## config.mk

```make
export PLATFORM = sky130hd
export DESIGN_NAME = ballot_controller
export DESIGN_NICKNAME = d
export VERILOG_FILES = /design/src/rtl/ballot_pkg.sv /design/src/rtl/ballot_press_filter.sv /design/src/rtl/ballot_controller.sv
export SDC_FILE = /design/constraint.sdc
export NUM_CORES = 1
export LEC_CHECK = 0
export BUFFER_PORTS_ARGS = -buffer_cell sky130_fd_sc_hd__buf_2
export CORE_ASPECT_RATIO = 0.75
export CORE_UTILIZATION = 30
export DETAILED_ROUTE_END_ITERATION = 7
export MAX_ROUTING_LAYER = met4
export SYNTH_ARGS = -nofsm -noshare
export SYNTH_HDL_FRONTEND = slang
export SYNTH_SLANG_ARGS = --single-unit
```

## constraint.sdc

```tcl
create_clock -name clk -period 2.2 [get_ports clk]
set_input_delay 0.11 -clock clk [delete_from_list [all_inputs] [get_ports clk]]
set_output_delay 0.11 -clock clk [all_outputs]
set_load 0.005 [all_outputs]
```

## src/rtl/ballot_pkg.sv

```systemverilog
// ballot_pkg: shared FSM state, candidate type, mode encodings and button helper
package ballot_pkg;
  localparam int NUM_CANDIDATES = 4;
  localparam logic VOTE_MODE = 1'b0;
  localparam logic DISPLAY_MODE = 1'b1;
  typedef enum logic [2:0] {IDLE, ARMED, CAPTURE, ISSUE, LOCK} state_t;
  typedef logic [1:0] cand_t;
  function automatic cand_t lowest_idx(input logic [NUM_CANDIDATES-1:0] b);
    return b[0] ? 2'd0 : b[1] ? 2'd1 : b[2] ? 2'd2 : 2'd3;
  endfunction
endpackage

```

## src/rtl/ballot_press_filter.sv

```systemverilog
// ballot_press_filter: button edge detect, multi-press detect and hold counter
// ports: clk, reset; btn[3:0] raw buttons; hold_load/hold_inc counter controls;
//        rise/rise_idx edges, idx lowest pressed, single/multi, hold_reached
module ballot_press_filter
  import ballot_pkg::*;
#(
  parameter int HOLD_CYCLES = 2
) (
  input  logic       clk,
  input  logic       reset,
  input  logic [3:0] btn,
  input  logic       hold_load,
  input  logic       hold_inc,
  output logic [3:0] rise,
  output logic [1:0] rise_idx,
  output logic [1:0] idx,
  output logic       single,
  output logic       multi,
  output logic       hold_reached
);
  logic [3:0] prev;
  logic [7:0] hold_cnt;
  always_ff @(posedge clk or posedge reset) begin
    if (reset) begin
      prev <= '0;
      hold_cnt <= '0;
    end else begin
      prev <= btn;
      hold_cnt <= hold_load ? 8'd1 : hold_inc ? hold_cnt + 8'd1 : '0;
    end
  end
  always_comb begin
    rise = btn & ~prev;
    rise_idx = lowest_idx(rise);
    idx = lowest_idx(btn);
    multi = (btn & (btn - 4'd1)) != '0;
    single = |btn && !multi;
    // true when this cycle's increment lands on HOLD_CYCLES
    hold_reached = {1'b0, hold_cnt} + 9'd1 == 9'(HOLD_CYCLES);
  end
endmodule

```

## src/rtl/ballot_controller.sv

```systemverilog
// ballot_controller: ballot FSM issuing one counter increment per voter, plus led mux
// ports: clk, reset; mode, button1..4, voter_ready, inc_ready, count_data in;
//        inc_valid, inc_sel, count_sel, led, ballot_open, spoiled out
module ballot_controller
  import ballot_pkg::*;
#(
  parameter int HOLD_CYCLES = 2,
  parameter int LOCK_CYCLES = 4
) (
  input  logic       clk,
  input  logic       reset,
  input  logic       mode,
  input  logic       button1,
  input  logic       button2,
  input  logic       button3,
  input  logic       button4,
  input  logic       voter_ready,
  output logic       inc_valid,
  output logic [1:0] inc_sel,
  input  logic       inc_ready,
  output logic [1:0] count_sel,
  input  logic [7:0] count_data,
  output logic [7:0] led,
  output logic       ballot_open,
  output logic       spoiled
);
  state_t state, nxt;
  cand_t cand;
  logic [3:0] btn, rise, mine, last_oh;
  logic [1:0] rise_idx, idx;
  logic [7:0] lock_cnt, disp_q;
  logic single, multi, hold_reached, block, extra, hold_load, hold_inc, disp, mode_q, lock_done;
  assign btn = {button4, button3, button2, button1};
  assign mine = 4'b1 << cand;
  assign extra = |(btn & ~mine);
  assign hold_load = state == ARMED && !block && single;
  assign hold_inc = state == CAPTURE && btn == mine;
  assign disp = state == IDLE && mode == DISPLAY_MODE;
  assign lock_done = btn == '0 && {1'b0, lock_cnt} + 9'd1 == 9'(LOCK_CYCLES);
  ballot_press_filter #(.HOLD_CYCLES(HOLD_CYCLES)) u_filter (
    .clk(clk),
    .reset(reset),
    .btn(btn),
    .hold_load(hold_load),
    .hold_inc(hold_inc),
    .rise(rise),
    .rise_idx(rise_idx),
    .idx(idx),
    .single(single),
    .multi(multi),
    .hold_reached(hold_reached)
  );
  always_ff @(posedge clk or posedge reset) begin
    if (reset) state <= IDLE;
    else state <= nxt;
  end
  always_comb begin
    nxt = state;
    case (state)
      IDLE:    nxt = mode == VOTE_MODE && voter_ready ? ARMED : IDLE;
      ARMED:   nxt = hold_load ? (HOLD_CYCLES == 1 ? ISSUE : CAPTURE) : ARMED;
      CAPTURE: nxt = btn != mine ? ARMED : hold_reached ? ISSUE : CAPTURE;
      ISSUE:   nxt = inc_ready ? LOCK : ISSUE;
      LOCK:    nxt = lock_done ? IDLE : LOCK;
      default: nxt = IDLE;
    endcase
  end
  always_comb begin
    inc_valid = state == ISSUE;
    inc_sel = cand;
    ballot_open = state == ARMED || state == CAPTURE;
    spoiled = (state == ARMED && !block && multi) || (state == CAPTURE && extra);
    led = mode_q ? disp_q : {ballot_open, 3'b000, last_oh};
  end
  always_ff @(posedge clk or posedge reset) begin
    if (reset) begin
      cand <= '0;
      block <= 1'b0;
      lock_cnt <= '0;
      last_oh <= '0;
      count_sel <= '0;
      mode_q <= 1'b0;
      disp_q <= '0;
    end else begin
      cand <= hold_load ? idx : cand;
      // after a spoiled press, buttons stay ignored until all are released
      block <= state == ARMED ? (block ? |btn : multi) : state == CAPTURE && extra;
      lock_cnt <= state == LOCK && btn == '0 ? lock_cnt + 8'd1 : '0;
      last_oh <= inc_valid && inc_ready ? mine : last_oh;
      count_sel <= disp && |rise ? rise_idx : count_sel;
      mode_q <= disp;
      disp_q <= count_data;
    end
  end
endmodule
```

Yosys cells after proc, flatten, opt, wreduce, memory -nomap -nowiden

Index checks and enable logic that the tools add are counted.

Bits in registers: 41
Input port bits: 17
Output and inout port bits: 15

Add/sub/neg operators: 5
Equality and inequality tests: 8
Shifts and indexed selects: 1
Mux-type cells: 19
Bitwise logic cells: 6
Reduce and logical (&&, ||, !) cells: 22

Operators by type and width:

| operator                                                              | count |
|---|---|
| 8-bit 2-to-1 mux                                                      | 4 |
| 8-bit by 1-bit adder with 9-bit output, second input constant         | 2 |
| 8-bit by 1-bit adder with 8-bit output, second input constant         | 2 |
| 3-bit one-hot mux with 5 select lines                                 | 1 |
| 4-bit AND                                                             | 3 |
| 1-bit logical AND                                                     | 12 |
| 2-bit 2-to-1 mux                                                      | 6 |
| 4-bit OR reduction                                                    | 3 |
| 9-bit by 2-bit equality test with 1-bit output, second input constant | 1 |
| 9-bit by 3-bit equality test with 1-bit output, second input constant | 1 |
| 4-bit inverter                                                        | 2 |
| 3-bit by 2-bit equality test with 1-bit output, second input constant | 2 |
| 1-bit 2-to-1 mux                                                      | 6 |
| 3-bit 2-to-1 mux                                                      | 2 |
| 4-bit equality test                                                   | 1 |
| 4-bit zero test                                                       | 1 |
| 4-bit inequality test                                                 | 1 |
| 4-bit nonzero test                                                    | 1 |
| 1-bit by 2-bit left shift with 4-bit output, first input constant     | 1 |
| 4-bit by 1-bit subtractor with 4-bit output, second input constant    | 1 |
| 3-bit by 1-bit equality test with 1-bit output, second input constant | 1 |
| 3-bit equality test, second input constant                            | 1 |
| 3-bit zero test                                                       | 1 |
| 1-bit zero test                                                       | 2 |
| other kinds (2)                                                       | 3 |

Depth between registers and ports, before layout

Gate-level depths: netlist of run 1.

Depth after elaboration: 8
Gate-level depth with buffers: 7

Modules after synthesis

Synthesis of run 1 repeated with hierarchy kept, for this count alone.

Cells, all modules: 195
Area total of the unflattened synthesis: 2029.4 sq um

Modules (own cells, without submodules):

| module              | instances | cells an instance | area each (sq um) | sequential area each (sq um) |
|---|---|---|---|---|
| ballot_controller   | 1         | 124               | 1381.3            | 725.7 |
| ballot_press_filter | 1         | 71                | 648.1             | 300.3 |

Least setup slack after synthesis of run 1

No wires, ideal clock.

Path type: flip-flop to flip-flop
Start point: register cand[1] (netlist: inc_sel[1])
End point: register block
Library setup time: 120 ps
Arrival time: 1575 ps
Required time: 2080 ps
Slack: 505 ps
Cell stages (with the launch flop): 6
Period minus slack after synthesis: 1695 ps
Cells stage by stage: dfrtp_1 or2_2 ha_1 o41ai_1 o31ai_1 a41o_1

Word-level cells in the longest chain between the ends: 6

Ends and longest elaborated chain:

| what                                        | line                    | source |
|---|---|---|
| start, declared                             | ballot_controller.sv:28 | `cand_t cand;` |
| start signal, assigned                      | ballot_controller.sv:85 | `cand <= hold_load ? idx : cand;` |
| 1-bit by 2-bit left shift with 4-bit output | ballot_controller.sv:34 | `assign mine = 4'b1 << cand;` |
| 4-bit inverter                              | ballot_controller.sv:35 | `assign extra = \|(btn & ~mine);` |
| 4-bit AND                                   | ballot_controller.sv:35 |  |
| 4-bit OR reduction                          | ballot_controller.sv:35 |  |
| 1-bit logical AND                           | ballot_controller.sv:87 | `block <= state == ARMED ? (block ? \|btn : multi) : state == CAPTURE && extra;` |
| 1-bit 2-to-1 mux                            | ballot_controller.sv:87 |  |
| end signal, assigned                        | ballot_controller.sv:87 |  |
| end, declared                               | ballot_controller.sv:32 | `logic single, multi, hold_reached, block, extra, hold_load, hold_inc, disp, mode_q, lock_done;` |

No other way between the ends.
A chain may end at the register's enable or synchronous reset.

Final worst setup path of run 1

Start point: register cand[1] (netlist: inc_sel[1])
End point: output port spoiled

Word-level cells in the longest chain between the ends: 6

Ends and longest elaborated chain:

| what                                        | line                    | source |
|---|---|---|
| 1-bit by 2-bit left shift with 4-bit output | ballot_controller.sv:34 |  |
| 4-bit inverter                              | ballot_controller.sv:35 |  |
| 4-bit AND                                   | ballot_controller.sv:35 |  |
| 4-bit OR reduction                          | ballot_controller.sv:35 |  |
| 1-bit logical AND                           | ballot_controller.sv:72 | `spoiled = (state == ARMED && !block && multi) \|\| (state == CAPTURE && extra);` |
| 1-bit logical OR                            | ballot_controller.sv:72 |  |
| end, declared                               | ballot_controller.sv:25 | `output logic spoiled` |

No other way between the ends.

==> flow_summary_export.csv, run 1 <==
group,metric,value,unit
sta,setup_ws,0.201,ns
place,hpwl,2.82,mm
synth,syn-cell-area,0.00198,mm2
sta,relSlewSlack,65.2,%
layout,diodes,0,
setup_path,slowest_delay,0.45,ns
floorplanning,core_area,0.00635,mm2
layout,fin_util,38.1,%
setup_path,worstSetupPathType,"flop to output pin",
clock_network,htreeDepth,2,
sta,clock-skew-final,0.00457,ns
floorplanning,dieArea,0.00695,mm2
power,comb_power_share,26.4,%
clock_network,clkTransAtPathRegs,0.08,ns
floorplanning,die_h,72.4,um
layout,final_common_cell,"dfrtp_1",
route,num_vias,1513,
setup_path,crit_chain,"or2_2 > ha_1 > o41ai_1 > o31ai_1 > buf_2",
power,p_switching,0.659,mW
sta,min_period,2.00,ns
floorplanning,io_pins,32,
setup_path,crit_arrival,1.89,ns
setup_path,cp.required,2.09,ns
job,max-cap-violations,0,
setup_path,cpMaxStageDelayCell,"dfrtp_1",
route,drtPass1Iterations,4,
min_path,hp-class,"input port to flop",
setup_path,cp_max_fo,8,
sta,finalSetupViolCount,0,
power,p_leak,1.09,nW
place,numPortBuffers,31,
synth,synthArstFlopShare,100,%
route,drc,0,
power,seq_power_share,46.0,%
layout,final_cell_mix,"dfrtp_1, buf_2, nor2_1",
route,routedWlPerCell,12.6,um
setup_path,worstSetupStartpointType,"flop",
place,pre_cts_ws,0.431,ns
sta,slew_violations,0,
synth,ys_ff_latch,41,
global_routing,grt_pass1_wl,6.64,mm
clock_network,cts_buffers,5,
setup_path,cp-end-kind,"output pin",
layout,nets,263,
global_routing,grtUsageMet1,17.1,%
synth,syn_inst,196,
sta,tns,0,ns
place,gp_congestion,0.808,
clock_network,post_cts_buffers,0,
sta,post-route-period-util,90.9,%
synth,synthTopCellsByArea,"dfrtp_1, ha_1, nor2_1",
route,postRouteWirelength,4.02,mm
power,power-per-cell-area,882,mW/mm2
layout,layout-drive-gt1-share,20.2,%
synth,synth_top_area_share,51.7,%
sta,rsz0062_at_grt,"no",
floorplanning,rows,25,
synth,synth_flop_cell,"dfrtp_1",
setup_path,critPathBufInv,1,
sta,tightest_slew,0.522,ns
power,intPower,1.48,mW
route,avgViaCountPerCell,4.74,
global_routing,met3_usage,3.77,%
global_routing,grt_max_degree,42,
layout,synthToLayoutAreaGrowth,22.0,%
synth,syn-num-nets,221,
clock_network,clkSinkCount,41,
power,swShare,30.8,%
global_routing,antenna_found_initial,0,
global_routing,grt_pass1_vias,1429,
sta,finalHoldViolations,0,
clock_network,worstSkewPairLatency,0.29,ns
clock_network,cts_tree,"done",
sta,holdWs,0.0381,ns
synth,ys_seq_area_share,51.7,%
outcome,status,"complete, no violations",
power,vdd_drop_max,0.266,mV
synth,ys_types,35,
clock_network,cts-root-buf,"clkbuf_8",
synth,synth_top_area_cell,"dfrtp_1",
synth,syn_area_per_cell,10.1,um2
synth,ys_warn_count,0,
power,finalPower,2.14,mW
setup_path,path_delay_family,"compound AO/OA/AOI/OAI gates",
floorplanning,chipWidth,95.9,um
global_routing,grtUsageMet2,19.1,%
clock_network,cts.path.max_buffers,2,
route,postRouteAntennaNets,0,
power,p_clk_share,27.6,%
global_routing,gr-total-overflow,0,
route,drt_iter0_drc,86,
sta,fmax,500,MHz
global_routing,track_usage,12.9,%
synth,synth_enable_flop_cells,0,
floorplanning,start_util,31.3,%
global_routing,busiest_layer,"met2",
-- per-stage QoR --
stage / instances / cell area [um2]
after floorplan: 196 / 1980
after global placement: 303 / 2230
after detailed placement: 303 / 2230
after CTS: 319 / 2420
after global routing: 319 / 2420
final: 319 / 2420
-- power groups by stage --
stage	registers [mW]	logic, mW	clock network, mW
after floorplan	0.916	0.413	0
after global placement	0.993	0.554	0
after CTS	0.985	0.572	0.612
after global routing	1.00	0.652	0.640
after detailed placement	0.999	0.557	0
final	0.983	0.564	0.589
-- path summary, 6_finish.rpt --
| check | startpoint | end | slack, ns | cells past startpoint |
|---|---|---|---|---|
| min reg2reg | last_oh[3] | last_oh[3] | 0.49 | 2 |
| min in group asynchronous | reset | last_oh[2] | 0.49 | 4 |
| max in group asynchronous | reset | u_filter.hold_cnt[6] | 1.35 | 4 |
| max reg2reg | inc_sel[1] | state[1] | 0.43 | 5 |
| max | inc_sel[1] | spoiled | 0.20 | 5 |
| min | button4 | u_filter.prev[3] | 0.04 | 1 |
-- registers in the layout, summed over array words and instances, names as in the netlist --
register and cells:
u_filter.prev 4, mode_q 1, block 1, inc_sel 2, u_filter.hold_cnt 8, disp_q 8, last_oh 4, state 3
count_sel 2, lock_cnt 8
-- routing by layer --
metal,routed length (um),up-vias
met5,0,-
met4,28,0
met3,241,5
met2,1680,34
met1,2070,717
li1,-,757
-- cell families (layout without fill, tap and decap cells) --
group | Yosys count | after routing | synth area share (%)
flops | 41 | 41 | 51.7
simple gates | 82 | 82 | 20.9
buf+inv | 13 | 55 | 2.59
fa+ha+maj | 9 | 9 | 5.55
mux | 5 | 5 | 2.84
xor+xnor | 15 | 15 | 6.62
compound gates | 31 | 31 | 9.77
-- synth_stat cells, types with 5 or more instances --
cell type and number:
a21oi_1 5, clkbuf_1 5, dfrtp_1 41, ha_1 8, inv_1 6, mux2_2 5
nand2_1 18, nand2b_1 5, nand3_1 9, nor2_1 23, o21ai_0 14, xnor2_1 9
xor2_1 6
-- what timing repair did --
action                    CTS  global route
hold endpoints to repair   49             0
resized for setup           0             0
hold buffers                9             0
-- cell type report --
| cell class | instances | area [um2] |
|---|---|---|
| inverters | 6 | 22.5 |
| flip-flops and latches | 41 | 1030 |
| multi-input cells | 142 | 907 |
| repair buffers | 42 | 260 |
| fillers | 637 | 3930 |
| clock inverters | 2 | 35.0 |
| clock buffers | 5 | 68.8 |
| well taps | 81 | 101 |
(Power assumes the default switching activity.)
==> inputs of run 2 (changes only) <==
--- a/config.mk
+++ b/config.mk
@@ -9,7 +9,9 @@
 export CORE_ASPECT_RATIO = 0.75
 export CORE_UTILIZATION = 30
 export DETAILED_ROUTE_END_ITERATION = 7
+export HOLD_SLACK_MARGIN = 0.06
 export MAX_ROUTING_LAYER = met4
+export PLACE_DENSITY = 0.59
 export SYNTH_ARGS = -nofsm -noshare
 export SYNTH_HDL_FRONTEND = slang
 export SYNTH_SLANG_ARGS = --single-unit
==> flow_summary_export.csv, run 2 (synthesis results as in run 1) <==
group,metric,value,unit
layout,instances_no_fill,324,
sta,slew_violations,0,
layout,synthToLayoutAreaGrowth,23.1,%
place,dp_cells,303,
route,routedWlPerCell,12.6,um
global_routing,gr-total-overflow,0,
sta,post-route-period-util,91.5,%
power,swShare,32.7,%
clock_network,clkTransAtPathRegs,0.08,ns
floorplanning,dieArea,0.00695,mm2
layout,nets,267,
route,postRouteWirelength,4.08,mm
global_routing,grt_pass1_vias,1491,
floorplanning,start_util,31.3,%
power,power-per-cell-area,833,mW/mm2
setup_path,crit_arrival,1.90,ns
layout,largestRegisters,"disp_q: 8 flops, lock_cnt: 8 flops, u_filter.hold_cnt: 8 flops",
floorplanning,core_area,0.00635,mm2
sta,tightest_slew,0.530,ns
route,wl_met1,2.14,mm
clock_network,htreeDepth,2,
sta,min_period,2.01,ns
route,postRouteAntennaNets,0,
route,drtPass1Iterations,4,
floorplanning,die_h,72.4,um
global_routing,antenna_found_initial,0,
place,hpwl,2.91,mm
clock_network,worstSkewPairLatency,0.29,ns
outcome,status,"complete, no violations",
layout,fin_util,38.5,%
sta,relSlewSlack,64.7,%
power,seq_power_share,48.2,%
power,p_leak,1.10,nW
route,routed.top_layer,"met4",
setup_path,r2r_cells,7,
clock_network,cts_buffers,5,
place,gp_congestion,0.785,
floorplanning,chipWidth,95.9,um
power,comb_power_share,28.1,%
setup_path,cp_max_fo,8,
layout,diodes,0,
clock_network,post_cts_buffers,0,
floorplanning,rows,25,
sta,finalHoldViolations,0,
power,p_switching,0.666,mW
min_path,hp-class,"input port to flop",
clock_network,hold_buffers,13,
layout,nFillCells,642,
setup_path,cp.required,2.09,ns
setup_path,worstSetupStartpointType,"flop",
global_routing,grt_max_degree,42,
layout,layout-drive-gt1-share,20.2,%
route,avgViaCountPerCell,4.71,
power,vdd_drop_max,0.266,mV
clock_network,cts_tree,"done",
job,max-cap-violations,0,
setup_path,worstSetupPathType,"flop to output pin",
clock_network,cts_resized,0,
global_routing,grt_pass1_wl,6.91,mm
route,drc,0,
route,drt_iter0_drc,53,
setup_path,cp-end-kind,"output pin",
sta,fmax,497,MHz
power,intPower,1.37,mW
clock_network,cts.path.max_buffers,2,
route,wl_met3,191,um
sta,tns,0,ns
sta,clock-skew-final,0.00303,ns
clock_network,clkSinkCount,41,
sta,rsz0062_at_grt,"no",
min_path,min_path_cells,2,
layout,final_common_cell,"dfrtp_1",
layout,final_cell_mix,"dfrtp_1, buf_2, nor2_1",
place,numPortBuffers,31,
global_routing,track_usage,13.5,%
route,met2_length,1.70,mm
power,p_clk_share,23.7,%
route,num_vias,1527,
floorplanning,io_pins,32,
sta,finalSetupViolCount,0,
clock_network,cts-root-buf,"clkbuf_8",
## run 2: cell count changes in the layout (fill, tap and decap cells not counted)
| cell | delta |
|---|---|
| clkinv_2 | +1 |
| dlygate4sd3_1 | +4 |
| clkinvlp_4 | +1 |
| bufinv_16 | -1 |
## run 2: stage by stage
stage | cell area (um2) | power (mW) | hold slack (ns) | worst slack, ns
finish | 2440 | 2.04 | 0.0990 | 0.186
global route | 2440 | 2.21 | 0.148 | 0.0160
CTS | 2440 | 2.07 | 0.0880 | 0.168
detailed placement | 2230 | 1.56 | 0.220 | 0.434
global placement | 2230 | 1.55 | 0.220 | 0.473
floorplan | 1980 | 1.33 | 0.141 | 0.505
## run 2: power by group through the flow
stage,combinational [mW],clock (mW),sequential (mW)
after detailed placement,0.557,0,0.999
after floorplan,0.413,0,0.916
after CTS,0.578,0.507,0.984
after global routing,0.669,0.535,1.01
final,0.571,0.483,0.983
after global placement,0.556,0,0.994
## run 2: layer usage
layer	track usage (%)	vias up
met5	-	-
met4	4.48	0
met3	3.46	8
met2	20.6	36
met1	17.5	712
li1	-	771
## run 2: path summary, 6_finish.rpt
kind                               from  slack (ns)      endpoint
setup / recovery             inc_sel[1]        0.19       spoiled
hold / removal                inc_ready         0.1      state[1]
setup reg to reg             inc_sel[1]        0.42      state[0]
hold reg to reg            count_sel[0]        0.48  count_sel[0]
max in group asynchronous         reset        1.35     disp_q[7]
min in group asynchronous         reset        0.49  count_sel[0]
## run 2: final cells by class
class	instances	area, um2	area share, %
clock inverter	3	17.5	0.717
timing repair buffer	46	300	12.3
sequential	41	1030	42.0
multi-input combinational	142	907	37.1
tap	81	101	4.15
clock buffer	5	68.8	2.82
inverter	6	22.5	0.922
## run 2: critical path, cell delays in order (launching register included)
cell     delay, ns
dfrtp_1       0.46
or2_2         0.31
ha_1          0.18
o41ai_1       0.35
o31ai_1       0.15
buf_2         0.16
